## config.mk

```make
export PLATFORM = sky130hd
export DESIGN_NAME = inst_fetch_buffer_flat
export DESIGN_NICKNAME = d
export VERILOG_FILES = /design/src/rtl/inst_fetch_buffer_if.sv /design/src/rtl/inst_fetch_buffer.sv /design/src/flat_wrapper.sv
export SDC_FILE = /design/constraint.sdc
export NUM_CORES = 1
export LEC_CHECK = 0
export CAP_MARGIN = 40
export CORE_ASPECT_RATIO = 0.5
export CORE_MARGIN = 1.5
export CORE_UTILIZATION = 53
export CTS_BUF_LIST = sky130_fd_sc_hd__clkbuf_2
export DETAILED_ROUTE_END_ITERATION = 10
export GPL_TIMING_DRIVEN = 0
export HOLD_SLACK_MARGIN = 0.03
export PLACE_DENSITY_LB_ADDON = 0.2
export REMOVE_ABC_BUFFERS = 1
export SLEW_MARGIN = 10
export SYNTH_ARGS = -nofsm -noshare
export SYNTH_HDL_FRONTEND = slang
export SYNTH_SLANG_ARGS = --single-unit
```

## constraint.sdc

```tcl
create_clock -name clk -period 11.46 [get_ports clk]
set_clock_uncertainty 0.1 [all_clocks]
set_input_delay 1.719 -clock clk [delete_from_list [all_inputs] [get_ports clk]]
set_output_delay 1.719 -clock clk [all_outputs]
set_load 0.02 [all_outputs]
```

## src/rtl/inst_fetch_buffer_if.sv

```systemverilog
// Bundle of the fetch-stage signals: PC side, pipeline control, instruction
// memory port and the decode-facing FIFO head.
interface inst_fetch_buffer_if;
  logic [5:0]  stall;
  logic        br;
  logic [31:0] pc_i;
  logic        right_one_i;
  logic        imem_req_o;
  logic [31:0] imem_addr_o;
  logic        imem_ack_i;
  logic [31:0] imem_rdata_i;
  logic        if_valid_o;
  logic [31:0] if_pc_o;
  logic [31:0] if_inst_o;
  logic        stallreq_o;

  modport slave (
    input  stall, br, pc_i, right_one_i, imem_ack_i, imem_rdata_i,
    output imem_req_o, imem_addr_o, if_valid_o, if_pc_o, if_inst_o, stallreq_o
  );

  modport master (
    output stall, br, pc_i, right_one_i, imem_ack_i, imem_rdata_i,
    input  imem_req_o, imem_addr_o, if_valid_o, if_pc_o, if_inst_o, stallreq_o
  );
endinterface

```

## src/rtl/inst_fetch_buffer.sv

```systemverilog
// Instruction fetch stage: issues one outstanding instruction-memory read at
// a time and queues returned {pc, instruction} pairs for decode. Every request
// reserves a FIFO slot when it is issued, so a returning read always fits.
// A branch empties the queue and turns an in-flight read into a discarded one.
module inst_fetch_buffer #(
  parameter int          DEPTH = 2,
  parameter logic [31:0] NOP   = 32'h00000013
) (
  input  logic                  clk,
  input  logic                  rst,
  inst_fetch_buffer_if.slave    bus
);

  localparam int PW = $clog2(DEPTH);
  localparam int CW = PW + 1;

  typedef enum logic [1:0] {
    IDLE = 2'd0,
    REQ  = 2'd1,
    DROP = 2'd2
  } state_t;

  state_t          state, state_nxt;
  logic            req, req_nxt;
  logic [31:0]     addr, addr_nxt;
  logic [CW-1:0]   count;
  logic [CW-1:0]   occ;
  logic [PW-1:0]   wr_ptr, rd_ptr;
  logic [31:0]     pc_mem   [DEPTH];
  logic [31:0]     inst_mem [DEPTH];
  logic            valid, pop, ack, push, room, accept;
  logic            stall_unused;

  // Upper stall bits belong to later pipeline stages.
  assign stall_unused = ^bus.stall[5:2];

  assign valid  = (count != {CW{1'b0}});
  assign ack    = bus.imem_ack_i & req;
  assign pop    = valid & ~bus.stall[1];
  assign occ    = count - {{(CW-1){1'b0}}, pop};
  assign push   = (state == REQ) & ack & ~bus.br;
  assign accept = ~rst & bus.right_one_i & ~bus.stall[0] & ~bus.br & room;

  assign bus.stallreq_o  = bus.right_one_i & ~accept;
  assign bus.imem_req_o  = req;
  assign bus.imem_addr_o = addr;
  assign bus.if_valid_o  = valid;
  assign bus.if_pc_o     = valid ? pc_mem[rd_ptr]   : 32'h00000000;
  assign bus.if_inst_o   = valid ? inst_mem[rd_ptr] : NOP;

  // Space check: a new read needs a free slot beyond any read still owed a slot.
  always_comb begin
    room = 1'b0;
    case (state)
      IDLE:    room = (occ < CW'(DEPTH));
      REQ:     room = ack & ((occ + CW'(1)) < CW'(DEPTH));
      DROP:    room = 1'b0;
      default: room = 1'b0;
    endcase
  end

  // Next-state and memory-port register values.
  always_comb begin
    state_nxt = state;
    req_nxt   = req;
    addr_nxt  = addr;
    case (state)
      IDLE: begin
        if (accept) begin
          state_nxt = REQ;
          req_nxt   = 1'b1;
          addr_nxt  = bus.pc_i;
        end else begin
          state_nxt = IDLE;
        end
      end
      REQ: begin
        if (bus.br) begin
          if (ack) begin
            state_nxt = IDLE;
            req_nxt   = 1'b0;
          end else begin
            state_nxt = DROP;
          end
        end else if (ack) begin
          if (accept) begin
            state_nxt = REQ;
            addr_nxt  = bus.pc_i;
          end else begin
            state_nxt = IDLE;
            req_nxt   = 1'b0;
          end
        end else begin
          state_nxt = REQ;
        end
      end
      DROP: begin
        if (ack) begin
          state_nxt = IDLE;
          req_nxt   = 1'b0;
        end else begin
          state_nxt = DROP;
        end
      end
      default: begin
        state_nxt = IDLE;
        req_nxt   = 1'b0;
      end
    endcase
  end

  // Control state and memory request registers.
  always_ff @(posedge clk) begin
    if (rst) begin
      state <= IDLE;
      req   <= 1'b0;
      addr  <= 32'h00000000;
    end else begin
      state <= state_nxt;
      req   <= req_nxt;
      addr  <= addr_nxt;
    end
  end

  // FIFO occupancy and pointers; a branch empties the queue.
  always_ff @(posedge clk) begin
    if (rst || bus.br) begin
      count  <= {CW{1'b0}};
      wr_ptr <= {PW{1'b0}};
      rd_ptr <= {PW{1'b0}};
    end else begin
      if (push) begin
        wr_ptr <= wr_ptr + PW'(1);
      end
      if (pop) begin
        rd_ptr <= rd_ptr + PW'(1);
      end
      case ({push, pop})
        2'b10:   count <= count + CW'(1);
        2'b01:   count <= count - CW'(1);
        default: count <= count;
      endcase
    end
  end

  // FIFO storage: returned instruction tagged with the address it was read from.
  always_ff @(posedge clk) begin
    if (push) begin
      pc_mem[wr_ptr]   <= addr;
      inst_mem[wr_ptr] <= bus.imem_rdata_i;
    end
  end

endmodule

```

## src/flat_wrapper.sv

```systemverilog
// flat-port wrapper written by rule: the top's interface ports become plain ports
module inst_fetch_buffer_flat 
#(
  parameter int          DEPTH = 2,
  parameter logic [31:0] NOP   = 32'h00000013
)
  (clk, rst, bus_stall, bus_br, bus_pc_i, bus_right_one_i, bus_imem_ack_i, bus_imem_rdata_i, bus_imem_req_o, bus_imem_addr_o, bus_if_valid_o, bus_if_pc_o, bus_if_inst_o, bus_stallreq_o);
  inst_fetch_buffer_if bus_i ();
  input  logic clk;
  input  logic rst;
  input wire logic [$bits(bus_i.stall)-1:0] bus_stall;
  input wire logic [$bits(bus_i.br)-1:0] bus_br;
  input wire logic [$bits(bus_i.pc_i)-1:0] bus_pc_i;
  input wire logic [$bits(bus_i.right_one_i)-1:0] bus_right_one_i;
  input wire logic [$bits(bus_i.imem_ack_i)-1:0] bus_imem_ack_i;
  input wire logic [$bits(bus_i.imem_rdata_i)-1:0] bus_imem_rdata_i;
  output wire logic [$bits(bus_i.imem_req_o)-1:0] bus_imem_req_o;
  output wire logic [$bits(bus_i.imem_addr_o)-1:0] bus_imem_addr_o;
  output wire logic [$bits(bus_i.if_valid_o)-1:0] bus_if_valid_o;
  output wire logic [$bits(bus_i.if_pc_o)-1:0] bus_if_pc_o;
  output wire logic [$bits(bus_i.if_inst_o)-1:0] bus_if_inst_o;
  output wire logic [$bits(bus_i.stallreq_o)-1:0] bus_stallreq_o;
  assign bus_i.stall = bus_stall;
  assign bus_i.br = bus_br;
  assign bus_i.pc_i = bus_pc_i;
  assign bus_i.right_one_i = bus_right_one_i;
  assign bus_i.imem_ack_i = bus_imem_ack_i;
  assign bus_i.imem_rdata_i = bus_imem_rdata_i;
  assign bus_imem_req_o = bus_i.imem_req_o;
  assign bus_imem_addr_o = bus_i.imem_addr_o;
  assign bus_if_valid_o = bus_i.if_valid_o;
  assign bus_if_pc_o = bus_i.if_pc_o;
  assign bus_if_inst_o = bus_i.if_inst_o;
  assign bus_stallreq_o = bus_i.stallreq_o;
  inst_fetch_buffer #(.DEPTH(DEPTH), .NOP(NOP)) u_core (.clk(clk), .rst(rst), .bus(bus_i));
endmodule
```

== Word level (Yosys, flattened, before mapping) ==
Memories as Yosys holds them, arrays and structs flattened. A register that Yosys moved wholly into a read port is not among the register bits.
Cells that the tools add are included.
Storage, ports and cells
  memory bits (writable): 128
  logic and storage cells: 72
  output and inout bits: 99
  memories kept: 2
  register bits: 39
  input bits: 75
Cells by class
  reductions and logical operators: 7
  mux-type cells: 25
  add/subtract/negate cells: 6
  bitwise operators: 15
  eq/ne operators: 9
  order comparisons: 2
Memories
  u_core.inst_mem: words 2, width 32, read ports 1, clocked after memory_dff 1, write ports 1, RTL line inst_fetch_buffer.sv:30  | logic [31:0] inst_mem [DEPTH];
  u_core.pc_mem: words 2, width 32, read ports 1, clocked after memory_dff 1, write ports 1, RTL line inst_fetch_buffer.sv:29  | logic [31:0] pc_mem [DEPTH];
Operators with widths (number)
  $mux 32: 5
  $pmux 32 s2: 1
  $mux 1: 13
  $and 1x1->1: 10
  $pmux 2 s3: 1
  $reduce_and 3->1: 2
  $reduce_bool 2->1: 3
  $not 1->1: 5
  $add 2x1->2 const B: 2
  $eq 2x1->1 const B: 2
  $eq 2x2->1 const B: 2
  $lt 2x2->1 const B: 2
  $mux 2: 2
  $ne 2x1->1 const B: 2
  $pmux 2 s2: 1
  $ne 3x2->1 const B: 1
  $ne 3x3->1 const B: 1
  $pmux 1 s3: 1
  $add 1x1->1 const B: 2
  $logic_not 2->1: 1
  $ne 2x2->1 const B: 1
  $pmux 1 s2: 1
  $sub 2x1->2: 1
  $sub 2x1->2 const B: 1
  $logic_or 1x1->1: 1

== Depth between registers and ports, before layout ==
Gate-level depths: netlist of the first run.
  word-level depth: 12
  gate-level depth with buffers: 8
  depth with buffers taken out: 7

== Least setup slack after synthesis of the first run ==
OpenSTA, ideal clock, no wires.
  path type: input-to-reg
  start: input bus_br
  end: memory u_core.inst_mem[0][0], enable pin
  arrival time: 4.970 ns
  path buffers: 1
  required time: 10.873 ns
  path slack: 5.904 ns
  stages: 4
  setup time: 0.487 ns
  cells stage by stage: buf_6 nor3b_1 nand3_1 nor2_1
On the way
  cells in the longest elaborated chain, start to end: 4
RTL lines
  from (decl): RTL line flat_wrapper.sv:12  | input wire logic [$bits(bus_i.br)-1:0] bus_br;
  $not 1->1: RTL line inst_fetch_buffer.sv:41  | assign push = (state == REQ) & ack & ~bus.br;
  $and 1x1->1: RTL line inst_fetch_buffer.sv:41
  $mux 1: RTL line inst_fetch_buffer.sv:148  | if (push) begin
  $mux 1 (implied by the code): RTL line inst_fetch_buffer.sv:150  | inst_mem[wr_ptr] <= bus.imem_rdata_i;
  to (decl): RTL line inst_fetch_buffer.sv:30
No other way between the ends.

== Worst setup path in the final report of the first run ==
  start: input bus_stall[1]
  end: output bus_stallreq_o
On the way
  cells in the longest elaborated chain, start to end: 10
RTL lines
  from (decl): RTL line flat_wrapper.sv:11  | input wire logic [$bits(bus_i.stall)-1:0] bus_stall;
  $not 1->1 (*): RTL line inst_fetch_buffer.sv:39  | assign pop = valid & ~bus.stall[1];
  $and 1x1->1 (*): RTL line inst_fetch_buffer.sv:39
  via u_core.pop: RTL line inst_fetch_buffer.sv:31  | logic valid, pop, ack, push, room, accept;
  $sub 2x1->2 (*): RTL line inst_fetch_buffer.sv:40  | assign occ = count - {{(CW-1){1'b0}}, pop};
  $add 2x1->2: RTL line inst_fetch_buffer.sv:56  | REQ: room = ack & ((occ + CW'(1)) < CW'(DEPTH));
  $lt 2x2->1: RTL line inst_fetch_buffer.sv:56
  $and 1x1->1: RTL line inst_fetch_buffer.sv:56
  $pmux 1 s2 (*): RTL line inst_fetch_buffer.sv:54  | case (state)
  $and 1x1->1 (*): RTL line inst_fetch_buffer.sv:42  | assign accept = ~rst & bus.right_one_i & ~bus.stall[0] & ~bus.br & room;
  $not 1->1 (*): RTL line inst_fetch_buffer.sv:44  | assign bus.stallreq_o = bus.right_one_i & ~accept;
  $and 1x1->1 (*): RTL line inst_fetch_buffer.sv:44
  to (decl): RTL line flat_wrapper.sv:22  | output wire logic [$bits(bus_i.stallreq_o)-1:0] bus_stallreq_o;
Mark *: on every way through the listed nets, which the timed path passes. The rest lies on a longest branch.

==> reports/results.ini, run 1 <==
[yosys]
synthesis.area_um2 = 6290
ys_seq_elements = 168
yosys-top-cells-area = edfxtp_1 (61%), dfxtp_1 (13%), mux2i_1 (10%)
syn-mean-instance-area_um2 = 15.7
synthSimpleGateAreaFrac_pct = 6.33
yosysTopAreaCellShare_pct = 61.1
synthCells = 400
synth_cell_types = 31
synth_xor_area_share_pct = 1.09
synth_top_cell_by_area = edfxtp_1
synth-seq-area-share_pct = 73.8
synth_top_family_by_area = multiplexers
synth_compound_area_share_pct = 5.51
ys.warnings.count = 0
synth.area.mux_share_pct = 10.3
synth_adder_area_share_pct = 0.398

[clock_tree]
clk_pin_slew_worst_paths_ns = 0.24
root_buffer = clkbuf_2
cts_buffer_depth = 2
cts_buffers = 17
cts_tree = yes
htree_levels = 4
numClockSinks = 168
post_cts_buffers = 0
worstSkewPairLatency_ns = 0.71
hold_buffers = 0
cts-resized-gates = 0

[final_layout]
layoutNonFillerInstCount = 746
drive_gt1_share_pct = 7.67
area_delta_synth_final_pct = 34.9
nNetsFinal = 651
n_antenna_cell = 0
final_cell_mix = clkdlybuf4s50_1 (169), edfxtp_1 (128), mux2i_1 (65)
num-fill-cells = 746
final_common_cell = clkdlybuf4s50_1

[placed_design]
hpwlAfterDp_mm = 8.11
place_congestion = 0.711
dp.cells = 714
numPortBuffers = 169

[die]
io_pins = 174
die_area_um2 = 12600
fp.coreArea_um2 = 11300
dieWidth_um = 157
start_util_pct = 55.7
rows = 27
die_h_um = 80.0

[sta]
relSlewSlack_pct = 50.1
finalHoldViolCount = 0
rsz0062_at_grt = no
fmax_mhz = 154
setup_viol = 0
fin_crit_ns = 6.49
tightest_slew_ns = 0.746
fin_setup_tns_ns = 0
drv_slew = 0
fin_crit_sh_pct = 56.6

[grt]
track_usage_pct = 20.6
grt_max_degree = 46
grt_pass1_wl_mm = 19.1
grt_pass1_vias = 3877
antenna_found_initial = 0
grt-ovfl-total = 0

[setup_path]
worstPathRequired_ns = 9.64
rr_worst_depth = 7
criticalPathCategory = in -> out
ff2ff_setup_slack_ns = 8.21
r2r_end = u_core.bus.imem_addr_o[15]
critPathArrivalTime_ns = 4.67
worst_setup_path_start_kind = input pin
endpoint_kind = output pin
crit_fanout = 33
r2r_start = u_core.count[0]

[worst_hold_path]
min_from = u_core.bus.imem_addr_o[15]
hold_depth = 0
min_to = u_core.pc_mem[1][15]
hold_path.class = reg -> reg

[detailed_routing]
drc_errors = 0
wirelength_mm = 12.3
first_iter_violations = 135
wl_per_cell_um = 16.5
via_count = 3836
via_per_inst = 5.14
ant_nets = 0
dr.pass1.iters = 5

[power_and_ir_drop]
peakVddDrop_v = 0.0000687
p_total_mw = 1.02
cellLeakagePower_nw = 2.73
power_density_nw_per_um2 = 121

[run_status]
outcome = completed

[run]
cap_violations = 0

routing by layer:
layer  vias up  share of wire, %  track usage, %
li1       1849                 -               -
met1      1868                42            24.3
met2       107                52            36.8
met3        12               5.1            5.16
met4         0               1.0            7.55
met5         -                 0               0
sequential cells by signal, indices dropped and copies added, names as in the netlist, named ones only:
signal	count
u_core.bus.imem_addr_o	32
u_core.bus.imem_req_o	1
u_core.count	2
u_core.inst_mem	64
u_core.pc_mem	64
u_core.rd_ptr	1
u_core.state	2
u_core.wr_ptr	1
kinds of logic after synthesis:
logic type | after synthesis
muxes | 65
AOI/OAI and AO/OA | 41
adders and majority gates | 2
buffers and inverters | 27
and+or+nand+nor | 90
xor gates and xnor gates | 7
DFF | 168
metrics by stage:
step	worst slack (ns)	area [um2]	util [%]	hold slack [ns]
3_3_place_gp	3.10	8050	71.3	0.365
2_1_floorplan	5.48	6160	-	0.418
5_1_grt	4.80	8490	75.2	0.394
3_5_place_dp	4.96	8250	73.1	0.372
6_report	4.97	8490	75.2	0.390
4_1_cts	4.96	8490	75.2	0.397
worst max-delay path, stage by stage:
cell and delay, ns:
clkdlybuf4s50_1 0.49, nor2_1 0.09, ha_1 0.29, xnor2_2 0.29, mux2i_1 0.38, a21o_2 0.62
and2b_1 0.25, clkdlybuf4s50_1 0.53
worst max-delay path by stage:
stage | from | to | slack [ns] | cells after the start
final | bus_stall[1] | bus_stallreq_o | 4.97 | 8
after global routing | bus_stall[1] | bus_stallreq_o | 4.80 | 8
after CTS | bus_stall[1] | bus_stallreq_o | 4.96 | 8
after detailed placement | bus_stall[1] | bus_stallreq_o | 4.96 | 8
after global placement | u_core.count[0] | bus_stallreq_o | 3.10 | 8
after floorplan | u_core.count[0] | bus_stallreq_o | 5.48 | 7
synth_stat cells:
library cell	number
nor4b_4	1
inv_1	6
nor3b_1	1
nand3_1	4
a32oi_1	1
nand2_1	5
nor4_1	1
ha_1	2
a2111oi_0	1
xnor2_1	5
nor3_1	6
nand2b_1	2
buf_2	2
and2b_1	1
and3b_1	1
clkbuf_1	6
a211oi_2	1
dfxtp_1	40
o21ai_0	3
edfxtp_1	128
buf_1	6
a211oi_1	1
a21oi_1	1
buf_6	7
a21o_2	1
or3_4	1
xor2_1	1
xnor2_2	1
mux2i_1	65
a22o_1	32
nor2_1	67
cell type report:
cell class,count,area (um2),area share [%]
clock inverters,15,151,1.78
inverters,6,22.5,0.265
well taps,159,199,2.34
clock buffers,17,85.1,1.00
flip-flops and latches,168,4650,54.8
multi-input cells,205,1520,17.9
repair buffers,176,1860,21.9
power breakdown:
group / internal, mW / total (mW) / switching, mW
combinational: 0.0346 / 0.0542 / 0.0196
clock: 0.101 / 0.307 / 0.207
sequential: 0.657 / 0.663 / 0.00516
total: 0.793 / 1.02 / 0.232
Power figures use the tool's default switching activity.
==> inputs of run 2 (changes only) <==
- CORE_UTILIZATION: 53 -> 45
- clock period: 11.46 -> 5.28 ns (I/O delays scaled with it)
==> run 2 against run 1 <==
Against the previous run:
- clock power rose by 130%
- register-to-register slack got worse by 5.9 ns
- highest routed layer unchanged
- sequential share of layout area fell by 0.50 points
- setup slack got worse by 4.5 ns
- total power rose by 120%
- largest cell class unchanged
- largest power group unchanged
- critical path depth did not move
==> reports/results.ini, run 2 (synthesis gave the netlist of run 1 again) <==
[run_status]
outcome = completed

[clock_tree]
cts-resized-gates = 0  ; unchanged
post_cts_buffers = 0  ; unchanged
cts_buffers = 17  ; unchanged
cts_buffer_depth = 2  ; unchanged
cts_tree = yes
clk_pin_slew_worst_paths_ns = 0.24  ; about the same
worstSkewPairLatency_ns = 0.65  ; -0.06 ns
root_buffer = clkbuf_2
numClockSinks = 168  ; unchanged
htree_levels = 4  ; unchanged
hold_buffers = 0  ; unchanged

[final_layout]
nNetsFinal = 652  ; +0.15%
area_delta_synth_final_pct = 36.2
final_common_cell = clkdlybuf4s50_1
n_antenna_cell = 0  ; unchanged
layoutNonFillerInstCount = 779  ; +4.4%
drive_gt1_share_pct = 8.01  ; +0.34 points
final_cell_mix = clkdlybuf4s50_1 (169), edfxtp_1 (128), mux2i_1 (65)
final_util_pct = 63.0  ; -12 points

[placed_design]
dp.cells = 748  ; +4.8%
hpwlAfterDp_mm = 8.23  ; +1.5%
place_congestion = 0.802  ; +13%
numPortBuffers = 169  ; unchanged

[sta]
fmax_mhz = 206
setup_viol = 0  ; unchanged
fin_crit_ns = 4.85
finalHoldViolCount = 0  ; unchanged
relSlewSlack_pct = 47.1  ; -3.0 points
fin_crit_sh_pct = 91.8
tightest_slew_ns = 0.790  ; +0.0439 ns
rsz0062_at_grt = no
drv_slew = 0  ; unchanged

[die]
fp.coreArea_um2 = 13600  ; +20%
die_area_um2 = 14700  ; +17%
io_pins = 174  ; unchanged
start_util_pct = 46.3  ; -9.5 points
rows = 30  ; +11%
dieWidth_um = 170  ; +8.4%
die_h_um = 86.6  ; +8.2%

[detailed_routing]
ant_nets = 0  ; unchanged
via_count = 3747  ; -2.3%
dr.pass1.iters = 4  ; -1
wl_per_cell_um = 15.9  ; -3.7%
via_per_inst = 4.81  ; -6.5%
drc_errors = 0  ; unchanged
first_iter_violations = 238  ; +76%
wirelength_mm = 12.4  ; +0.59%

[grt]
grt_max_degree = 34  ; -26%
grt_pass1_vias = 3667  ; -5.4%
antenna_found_initial = 0  ; unchanged
track_usage_pct = 17.0  ; -3.5 points
grt_pass1_wl_mm = 19.0  ; -0.97%
grt-ovfl-total = 0  ; unchanged

[setup_path]
slowest_stage = a21o_2
cp_top_family = simple AND/OR/NAND/NOR gates
endpoint_kind = output pin
worstPathRequired_ns = 4.39  ; -5.25 ns
worst-path-buf-inv = 1  ; -1
crit_chain = nor2_4 > nor2_1 > ha_1 > xnor2_2 > mux2i_1 > a21o_2 > and2b_1 > clkdlybuf4s50_1
max_stage_delay_ns = 0.63  ; about the same
ff2ff_setup_slack_ns = 2.30  ; -5.91 ns
criticalPathCategory = reg -> out
critPathArrivalTime_ns = 3.95  ; -0.72 ns
crit_fanout = 33  ; unchanged
worst_setup_path_start_kind = flip-flop

[power_and_ir_drop]
cellLeakagePower_nw = 2.75  ; +0.72%
power_density_nw_per_um2 = 265  ; +120%
peakVddDrop_v = 0.000135  ; +97%

[worst_hold_path]
hold_path.class = reg -> reg

[run]
cap_violations = 0  ; unchanged

==> run 2: changes by cell type in the layout (fill, tap and decap cells not counted) <==
cell	change
clkinv_1	-2
buf_8	+1
bufinv_16	+1
==> run 2: path summary, 6_finish.rpt <==
kind | from | to | cells after the start
max | u_core.count[0] | bus_stallreq_o | 8
min | u_core.bus.imem_addr_o[20] | u_core.pc_mem[0][20] | 0
max reg2reg | u_core.count[0] | u_core.bus.imem_addr_o[8] | 8
min reg2reg | u_core.bus.imem_addr_o[20] | u_core.pc_mem[0][20] | 0
==> run 2: routing by layer <==
layer | part of all wire, % | track usage, %
met1 | 45 | 21.3
met5 | 0 | 0
met3 | 3.6 | 3.52
met4 | 0.61 | 5.55
met2 | 51 | 30.1
==> run 2: metrics by stage <==
step                setup TNS, ns  cell area [um2]  hold WS [ns]  total power [mW]  worst slack (ns)
detailed placement              0             8310         0.372              1.58             0.686
floorplan                       0             6160         0.418              1.50             0.231
CTS                             0             8570         0.420              2.29             0.314
global placement          -312.85             8090         0.363              1.58             -2.47
finish                          0             8570         0.420              2.27             0.435
global route                    0             8570         0.417              2.36            0.0915
==> run 2: power breakdown <==
group | internal [mW] | switching [mW] | leakage (nW)
clock | 0.266 | 0.450 | 0.145
sequential | 1.43 | 0.0113 | 1.49
combinational | 0.0738 | 0.0426 | 1.11
==> run 2: layout make-up <==
cell class | instances | area [um2]
fill | 1070 | 5020
sequential | 168 | 4650
timing repair buffer | 177 | 1880
multi-input combinational | 205 | 1520
tap | 192 | 240
clock inverter | 14 | 174
clock buffer | 17 | 85.1
inverter | 6 | 22.5
